$ cat src/rtl/sipo_deframer.sv
`default_nettype none
// +----------------------------------------------------------------------------+
// | Module  : sipo_deframer                                                    |
// | Brief   : Framed serial-to-parallel deframer with even-parity/stop checks, |
// |           one-entry valid/ready output buffer and overrun detection.       |
// | Revision: 1.0 - initial release                                            |
// +----------------------------------------------------------------------------+
module sipo_deframer #(
  parameter int WIDTH = 4
) (
  input  logic             clk,
  input  logic             rst,
  input  logic             sin,
  input  logic             sin_en,
  output logic [WIDTH-1:0] dout,
  output logic             dout_valid,
  input  logic             dout_ready,
  output logic             parity_err,
  output logic             frame_err,
  output logic             overrun
);

  localparam int CW = (WIDTH > 1) ? $clog2(WIDTH) : 1;
  localparam logic [CW-1:0] C_LAST = CW'(WIDTH - 1);

  typedef enum logic [1:0] {
    S_IDLE   = 2'd0,
    S_DATA   = 2'd1,
    S_PARITY = 2'd2,
    S_STOP   = 2'd3
  } state_t;

  state_t           r_state;
  logic [CW-1:0]    r_cnt;
  logic [WIDTH-1:0] r_shift;
  logic [WIDTH-1:0] r_dout;
  logic             r_par;
  logic             r_valid;
  logic             r_perr;
  logic             r_ferr;
  logic             r_ovr;

  logic [WIDTH-1:0] w_shift_nxt;
  logic             w_xfer;
  logic             w_load_ok;

  // Data arrives LSB first, so each new bit enters at the top and drifts down.
  always_comb begin
    w_shift_nxt            = r_shift >> 1;
    w_shift_nxt[WIDTH-1]   = sin;
  end

  assign w_xfer    = r_valid & dout_ready;
  assign w_load_ok = ~r_valid | w_xfer;

  always_ff @(posedge clk) begin
    if (rst) begin
      r_state <= S_IDLE;
      r_cnt   <= '0;
      r_shift <= '0;
      r_par   <= 1'b0;
      r_dout  <= '0;
      r_valid <= 1'b0;
      r_perr  <= 1'b0;
      r_ferr  <= 1'b0;
      r_ovr   <= 1'b0;
    end else begin
      r_ferr <= 1'b0;
      r_ovr  <= 1'b0;
      if (w_xfer) begin
        r_valid <= 1'b0;
      end
      if (sin_en) begin
        case (r_state)
          S_IDLE: begin
            if (!sin) begin
              r_state <= S_DATA;
              r_cnt   <= '0;
            end
          end
          S_DATA: begin
            r_shift <= w_shift_nxt;
            r_cnt   <= r_cnt + 1'b1;
            if (r_cnt == C_LAST) begin
              r_state <= S_PARITY;
            end
          end
          S_PARITY: begin
            r_par   <= sin;
            r_state <= S_STOP;
          end
          S_STOP: begin
            r_state <= S_IDLE;
            if (!sin) begin
              r_ferr <= 1'b1;
            end else if (w_load_ok) begin
              // A load in the same cycle as a transfer overrides the clear above.
              r_dout  <= r_shift;
              r_perr  <= (^r_shift) ^ r_par;
              r_valid <= 1'b1;
            end else begin
              r_ovr <= 1'b1;
            end
          end
          default: r_state <= S_IDLE;
        endcase
      end
    end
  end

  assign dout       = r_dout;
  assign dout_valid = r_valid;
  assign parity_err = r_perr;
  assign frame_err  = r_ferr;
  assign overrun    = r_ovr;

endmodule
`default_nettype wire

$ cat config.mk
export PLATFORM = sky130hd
export DESIGN_NAME = sipo_deframer
export DESIGN_NICKNAME = d
export VERILOG_FILES = /design/src/rtl/sipo_deframer.sv
export SDC_FILE = /design/constraint.sdc
export NUM_CORES = 1
export LEC_CHECK = 0
export BUFFER_PORTS_ARGS = -buffer_cell sky130_fd_sc_hd__buf_2
export CAP_MARGIN = 15
export CORE_MARGIN = 3
export CORE_UTILIZATION = 40
export CTS_CLUSTER_DIAMETER = 120
export DETAILED_ROUTE_END_ITERATION = 8
export MAX_ROUTING_LAYER = met4
export PLACE_DENSITY = 0.7
export SYNTH_ARGS = -nofsm -noshare
export SYNTH_HDL_FRONTEND = slang
export SYNTH_SLANG_ARGS = --single-unit
$ cat constraint.sdc
create_clock -name clk -period 2.37 [get_ports clk]
set_clock_uncertainty 0.2 [all_clocks]
set_input_delay 0.237 -clock clk [delete_from_list [all_inputs] [get_ports clk]]
set_output_delay 0.237 -clock clk [all_outputs]
set_load 0.05 [all_outputs]
# [Yosys cells after proc, flatten, opt, wreduce, memory -nomap -nowiden]
# Cells that the tools add are included.
[classes] n_mul=0 n_shift=0 magnitude_cmp=0 n_eq_ne=6 mux=12 div_mod_pow=0 n_bitwise=7 reduce_logical=10 addsub=1
[ops] operator="2-bit case mux with 4 select lines" n=1
[ops] operator="1-bit two-way mux" n=7
[ops] operator="2-bit == test, second input constant" n=3
[ops] operator="2-bit two-way mux" n=3
[ops] operator="3-bit AND reduction" n=2
[ops] operator="2-bit inequality test, second input constant" n=2
[ops] operator="1-bit NOT" n=4
[ops] operator="2-bit case mux with 2 select lines" n=1
[ops] operator="2-bit AND reduction" n=2
[ops] operator="4-bit AND reduction" n=1
[ops] operator="4-bit OR reduction" n=1
[ops] operator="4-bit parity" n=1
[ops] operator="3-bit OR reduction" n=1
[ops] operator="2-bit by 1-bit adder with 2-bit output, second input constant" n=1
[ops] operator="2-bit by 1-bit == test with 1-bit output, second input constant" n=1
[ops] operator="2-bit zero test" n=1
[ops] operator="2-bit nonzero test" n=1
[ops] operator="1-bit bitwise AND" n=1
[ops] operator="1-bit bitwise OR" n=1
[ops] operator="1-bit XOR" n=1
[word_totals] reg_bits=17 ramBits=0 latch_bits=0 out_inout_bits=8 mem_bits_ro=0 input_bits=5 memories=0

# [Logic depth before layout (Yosys ltp)]
# Gate-level depths: netlist (run 1).
[logic_depth] depth_word=6 mapped_depth=6 mapped_depth_nobuf=6

# [Worst setup path after synthesis (run 1)]
# OpenSTA, ideal clock, no wires.
[synth_path] path_kind="flip-flop to flip-flop" from="reg r_state[0]" to="reg r_cnt[0]" setup_slack_ns=0.692 stages_incl_launch_ff=7 t_arrival_ns=1.410 n_path_buf=0 setup_time_ns=0.067 synth_period_minus_slack_ns=1.678 path_cell_list="dfxtp_1 inv_1 ha_1 and2b_1 o21ai_2 or3b_1 a21oi_2"
[synth_via] elab_chain_cells=3 word_cells_on_any_way=6 classes_between="eq/ne (2); mux (1); reduce/logical (3)"
[synth_rtl] element="start: declaration" line="33" source="state_t r_state;"
[synth_rtl] element="start signal: assignment" line="58" source="r_state <= S_IDLE;"
[synth_rtl] element="start signal: assignment" line="77" source="r_state <= S_DATA;"
[synth_rtl] element="start signal: assignment" line="85" source="r_state <= S_PARITY;"
[synth_rtl] element="2-bit by 1-bit == test with 1-bit output / 2-bit zero test (equally long branches)" line="74" source="case (r_state)"
[synth_rtl] element="2-bit nonzero test (no source line) / 2-bit inequality test (equally long branches)"
[synth_rtl] element="3-bit AND reduction (no source line)"
[synth_rtl] element="end signal: assignment" line="83" source="r_cnt <= r_cnt + 1'b1;"
[synth_rtl] element="end: declaration" line="34" source="logic [CW-1:0] r_cnt;"
# Several ways; a longest one is shown, not always the timed one.
# A chain may end at the register's enable or synchronous reset.

# [Worst setup path after layout (run 1)]
[layout_path] from="in sin" to="reg r_perr (netlist: parity_err)"
[layout_via] elab_chain_cells=1
[layout_rtl] element="start: declaration" line="13" source="input logic sin,"
[layout_rtl] element="4-bit AND reduction (no source line)"
[layout_rtl] element="end signal: assignment" line="99" source="r_perr <= (^r_shift) ^ r_par;"
[layout_rtl] element="end: declaration" line="39" source="logic r_perr;"
# No other way between the ends.

==> results of run 1 <==
## report_power, final
group          switching [uW]  internal, uW
sequential               5.23           291
clock                    96.3          62.9
combinational            32.8          23.3
total                     134           377
## kinds of logic (layout without fill, tap and decap cells)
family                   after synthesis  count (layout)  share of synthesized area (%)
AND/OR/NAND/NOR                       33              33                           20.0
flip-flops                            17              17                           43.8
AO/OA/AOI/OAI                         11              11                           8.86
adder cells (fa/ha/maj)                7               7                           11.3
multiplexers                           6               6                           7.73
buffers and inverters                  6              19                           3.22
XOR/XNOR                               3               3                           5.15
## tightest hold or removal path, delay by kind of cell
family | cells | cell delay, ns
and+or+nand+nor | 2 | 0.19
buffers and inverters | 1 | 0.07
## metal layers
metal / wire length (um) / share of wire, % / vias up
li1: - / - / 308
met1: 685 / 51 / 267
met2: 573 / 43 / 9
met3: 58 / 4.3 / 2
met4: 29 / 2.2 / 0
met5: 0 / 0 / -
## area by class of cell
cell class / count / area (sq um) / share of cell area, %
Multi-Input combinational cell: 60 / 412 / 46.3
Sequential cell: 17 / 340 / 38.3
Timing Repair Buffer: 13 / 70.1 / 7.89
Tap cell: 25 / 31.3 / 3.52
Clock buffer: 3 / 22.5 / 2.54
Inverter: 2 / 7.51 / 0.845
Clock inverter: 1 / 5.00 / 0.563
## stage by stage
stage | area, sq um | utilization [%] | total power [uW]
after floorplan | 777 | - | 345
after global placement | 851 | 47.7 | 356
after detailed placement | 851 | 47.7 | 357
after CTS | 888 | 49.8 | 518
after global routing | 888 | 49.8 | 545
final | 888 | 49.8 | 511
## flip-flops by register name, indices dropped and copies added (netlist names), 2 cells and up
signal   flops
r_cnt        2
r_state      2
r_shift      4
dout         4
## cell usage in the layout, fill, tap and decap left out
master,n
nand2_1,11
o2111ai_1,1
and2b_1,1
xor2_1,1
ha_1,7
nor2b_1,2
a21oi_1,7
nand2b_1,2
clkbuf_4,3
nor3_1,3
clkinv_2,1
nand3_1,7
inv_1,2
o21ai_2,1
dfxtp_1,17
a21oi_2,1
mux2i_1,6
nor2_1,6
a211oi_1,1
xnor3_1,1
buf_2,12
xnor2_1,1
or3b_1,1
dlygate4sd3_1,1
## how the worst min path moves through the flow
stage	start	end	slack, ns
finish	dout_ready	overrun$_SDFF_PP0_	0.04
floorplan	sin	frame_err$_SDFF_PP0_	0.11
global placement	r_cnt[1]$_SDFFE_PP0P_	r_cnt[1]$_SDFFE_PP0P_	0.24
CTS	dout_ready	overrun$_SDFF_PP0_	0.03
detailed placement	r_par$_SDFFE_PP0P_	r_par$_SDFFE_PP0P_	0.27
global route	sin_en	frame_err$_SDFF_PP0_	0.05
==> results.md, run 1 <==
* Outcome: finished clean
* DIE AREA at 2510 sq um
* Critical path capture point: parity_err$_SDFFE_PP0P_
* H-tree depth at 1
* Total negative slack at 0 ns
* Crit path depth at 6
* Skew-Pair Late Insertion Delay at 0.30 ns
* Yosys reg bits at 17
* Top-count cell post-synth: dfxtp_1
* VDD IR max at 0.304 mV
* # setup viols final at 0
* Hold buffer count at cts at 1
* Worst Hold Depth at 3
* Dominant cell type by area after synthesis: dfxtp_1
* Synth top area share at 43.8%
* Max-cap violations at 0
* Dpl hpwl at 976 um
* Dpl cells at 116
* Clk root buf: clkbuf_4
* Critical-path top delay cell: dlygate4sd3_1
* Initial Util at 43.6%
* WS Path Type: in -> reg
* RR Startpoint: r_state[1]$_SDFFE_PP0P_
* Rows at 15
* Die Y-Extent at 50.1 um
* Remaining DRCs at 0
* Flop-to-flop setup slack at 0.53 ns
* Final setup margin at 0.507 ns
* Busiest grt layer: met2
* Grt met3 use at 3.93%
* Vias in the first global route at 565
* Via-to-Cell Ratio at 4.84
* Min Clock Period, post-route at 1.86 ns
* Crit path max fanout at 6
* Max Slew Vio Count at 0
* Final hold slack at 0.0425 ns
* DR WL/cell at 11.1 um
* Seq/Total Area, Yosys at 43.8%
* Longest Clk Path Bufs at 2
* Post-synth ARST share at 0%
* Synth Cell Area at 777 sq um
* CP endpoint kind: register
* Nets at 109
* Min-Delay Path Class: in -> reg
* Reg-to-Reg End: parity_err$_SDFFE_PP0P_
* Pin count of the biggest net entering global routing at 18
* CTS tree: done
* Total GRT Usage at 12.7%
* Post-route clock period utilization at 78.6%
* Post-Syn Instances at 83
* Die X at 50.1 um
* Total Routed Length at 1.35 mm
* First-pass GRT wire length at 2.33 mm
* Gpl congestion at 0.722
* Rel. slew slack at 61.2%
* Post-Layout Cell Count at 121
* Leak at 0.000364 uW
* Synth cell types at 22
* CP Data Arrival Time at 1.85 ns
* Mapped Avg Cell Area at 9.36 sq um
* RSZ-0062 raised after global routing: no
* Ys flop type: dfxtp_1
* Clock sinks at 17
* Top Ports at 13
* Warnings, synthesis at 0
* Port-buffer cells at 12
* Slowest cell delay on critical path at 0.52 ns
* Core area at 1780 sq um
* Most area-consuming cells after synthesis: dfxtp_1 44%, ha_1 11%, mux2i_1 7.7%
* Dpl ws at 0.566 ns
* Post-CTS Setup Bufs at 0
* GRT Residual Overflow at 0
* P per Cell Area at 576 nW/um^2
* Fill count at 174
* Worst Path Buf+Inv at 2
* Drt pass-1 iters at 4
* Layout cell share with drive strength beyond 1 at 18.8%
* Endpoints failing hold at 0
* Post-synth top cells: 17 x dfxtp_1, 11 x nand2_1, 7 x a21oi_1, 7 x ha_1, 7 x nand3_1
* Via count at 586
* Post-synth EDFFs at 0
* Synth-to-Final Area Change at 14.3%
* Antenna Cells at 0
* CTS Buf Count at 3
* Reg2Reg Depth at 5
* Tightest Pin Transition at 0.581 ns
* Post-route ant nets at 0
* CP required at 2.35 ns
* GR Util met2 at 18.5%
* Worst-path cell chain: dlygate4sd3_1 > buf_2 > nand3_1 > nor2b_1 > mux2i_1 > nor2_1
* GR Layer Usage met1 at 15.3%
* Worst-path clk slew at 0.10 ns
* Iter 0 DRT Violations at 7
* Initial antenna violation count at 0
* Post-Syn Nets at 95
* Beginning of the critical path: sin
* Maximum clock rate at 537 MHz
* Startpoint Class: input pin
* Post-CTS sizing at 0
* Crit path max-delay family: buffers and inverters
Note: power is estimated with default switching activity, not from simulation.
==> run 2, diff against run 1 <==
PLACE_DENSITY = 0.72   (was 0.7)
clock period = 1.6 ns   (was 2.37 ns; I/O delays follow)
==> run 2 against run 1 <==
The flow now finishes with violations (setup timing); sequential power rose by 49%; count of clock-buffer cells in the layout is 1 higher; core utilization up 11 points; final cell count is 12% higher; die area is the same; largest cell class unchanged; highest routed layer unchanged.
==> results.md, run 2 (synthesis results as in run 1) <==
* Longest Clk Path Bufs at 2 (unchanged)
* Top Ports at 13 (unchanged)
* Remaining DRCs at 0 (unchanged)
* Worst-path clk slew at 0.11 ns (about the same)
* RSZ-0062 raised after global routing: yes
* Nets at 123 (+13%)
* Worst-path cell chain: inv_4 > ha_4 > and2b_1 > o21ai_2 > or3b_1 > a21oi_2
* Rows at 15 (unchanged)
* Reg-to-Reg End: r_cnt[0]$_SDFFE_PP0P_
* Port-buffer cells at 12 (unchanged)
* Crit path max-delay family: simple AND/OR/NAND/NOR gates
* DIE AREA at 2510 sq um (unchanged)
* Total negative slack at -0.0364 ns (-0.0364 ns)
* Outcome: complete, but fails checks
* CTS tree: done
* H-tree depth at 1 (unchanged)
* Commonest cells after routing, fill and taps aside: 15 x dfxtp_1, 12 x buf_2, 11 x nand2_1
* Initial Util at 43.6% (unchanged)
* CP required at 1.64 ns (-0.71 ns)
* Vias in the first global route at 578 (+2.3%)
* # setup viols final at 1 (+1)
* Via-to-Cell Ratio at 4.88 (+0.80%)
* Post-route clock period utilization at 102%
* Max Slew Vio Count at 0 (unchanged)
* Worst Path Buf+Inv at 1 (-1)
* Clk root buf: clkbuf_4
* RR Startpoint: r_state[1]$_SDFFE_PP0P_
* Endpoints failing hold at 0 (unchanged)
* Worst Hold Launch: rst
* Total GRT Usage at 13.3% (+0.68 points)
* CP endpoint kind: register
* Leak at 0.000437 uW (+20%)
* Synth-to-Final Area Change at 38.5%
* Rel. slew slack at 79.1% (+18 points)
* Die X at 50.1 um (unchanged)
* First-pass GRT wire length at 2.42 mm (+3.6%)
* Worst Hold Depth at 2 (-1)
* Critical-path top delay cell: dfxtp_2
* Skew-Pair Late Insertion Delay at 0.30 ns (about the same)
* DR WL/cell at 12.3 um (+10%)
* Iter 0 DRT Violations at 8 (+1)
* Gpl congestion at 0.705 (-2.4%)
* Core area at 1780 sq um (unchanged)
* Layout cell share with drive strength beyond 1 at 34.5% (+16 points)
* Clock sinks at 17 (unchanged)
* Crit path max fanout at 4 (-2)
* Dpl hpwl at 995 um (+2.0%)
* Startpoint Class: register
* P per Cell Area at 780 nW/um^2 (+36%)
* Drt pass-1 iters at 4 (unchanged)
* Failing checks: setup timing
* CP Data Arrival Time at 1.68 ns (-0.17 ns)
* Maximum clock rate at 611 MHz
* Reg2Reg Depth at 6 (+1)
* Slowest cell delay on critical path at 0.38 ns (-0.14 ns)
* Die Y-Extent at 50.1 um (unchanged)
* CTS Buf Count at 3 (unchanged)
* Final setup margin at -0.0364 ns (-0.543 ns)
* Flop-to-flop setup slack at -0.04 ns (-0.57 ns)
* Pin count of the biggest net entering global routing at 18 (unchanged)
* Worst Hold Path EP: dout[0]$_SDFFE_PP0P_
* Beginning of the critical path: r_state[1]$_SDFFE_PP0P_
* Initial antenna violation count at 0 (unchanged)
* Commonest non-fill, non-tap cell in the layout: dfxtp_1
* Total Routed Length at 1.66 mm (+23%)
* Min Clock Period, post-route at 1.64 ns
* Post-route ant nets at 0 (unchanged)
* WS Path Type: reg -> reg
* GRT Residual Overflow at 0 (unchanged)
* VDD IR max at 0.447 mV (+47%)
* Tightest Pin Transition at 0.314 ns (-0.267 ns)
* Dpl ws at -0.0656 ns (-0.632 ns)
* Max-cap violations at 0 (unchanged)
* Min-Delay Path Class: in -> reg
* Via count at 659 (+12%)
* Antenna Cells at 0 (unchanged)
[run 2: changes by cell type in the layout (fill, tap and decap cells not counted), sizes merged]
cell	before	now
clkbuf	3	4
buf	12	24
clkinv	1	0
dlygate4sd3	1	3
[run 2: where the power goes]
part | switching [uW] | internal [uW] | leakage [uW]
Combinational | 74.2 | 82.1 | 0.000284
Sequential | 9.69 | 432 | 0.000138
Clock | 144 | 97.2 | 0.0000150
Total | 228 | 611 | 0.000437
[run 2: how the worst max path moves through the flow]
stage | to | cells past startpoint | slack, ns
after global routing | r_cnt[0]$_SDFFE_PP0P_ | 6 | -0.10
after CTS | r_cnt[0]$_SDFFE_PP0P_ | 6 | -0.009
after global placement | r_cnt[0]$_SDFFE_PP0P_ | 6 | 0.02
final | r_cnt[0]$_SDFFE_PP0P_ | 6 | -0.04
after floorplan | r_cnt[0]$_SDFFE_PP0P_ | 6 | 0.009
after detailed placement | r_cnt[0]$_SDFFE_PP0P_ | 6 | -0.07
[run 2: area by class of cell]
class	instances	area (sq um)
repair buffers	27	196
well taps	25	31.3
multi-input cells	60	464
clock buffers	4	26.3
fillers	147	707
inverters	2	12.5
flip-flops and latches	17	345
[run 2: metrics by stage]
stage / std cells / instance area, sq um / util, % / hold slack, ns / power (uW)
2_1_floorplan: 83 / 779 / - / 0.0368 / 513
3_3_place_gp: 121 / 891 / 50.0 / 0.213 / 542
3_5_place_dp: 121 / 891 / 50.0 / 0.215 / 548
4_1_cts: 131 / 985 / 55.2 / 0.0213 / 806
5_1_grt: 135 / 1080 / 60.4 / 0.0289 / 883
6_report: 135 / 1080 / 60.4 / 0.0113 / 839
[run 2: what timing repair did]
action,4_1_cts,5_1_grt
endpoints found under the hold margin,5,0
setup endpoints to repair,1,7
pin swaps,0,3
hold buffers,3,0
buffers inserted,3,4
gates resized for setup,3,10
[run 2: metal layers]
layer	up-vias	part of all wire [%]	track usage [%]	routed length (um)
met5	-	0	-	0
met4	0	5.1	11.1	85
met3	9	5.3	2.72	88
met2	23	47	18.5	786
met1	293	42	16.4	700
li1	334	-	-	-
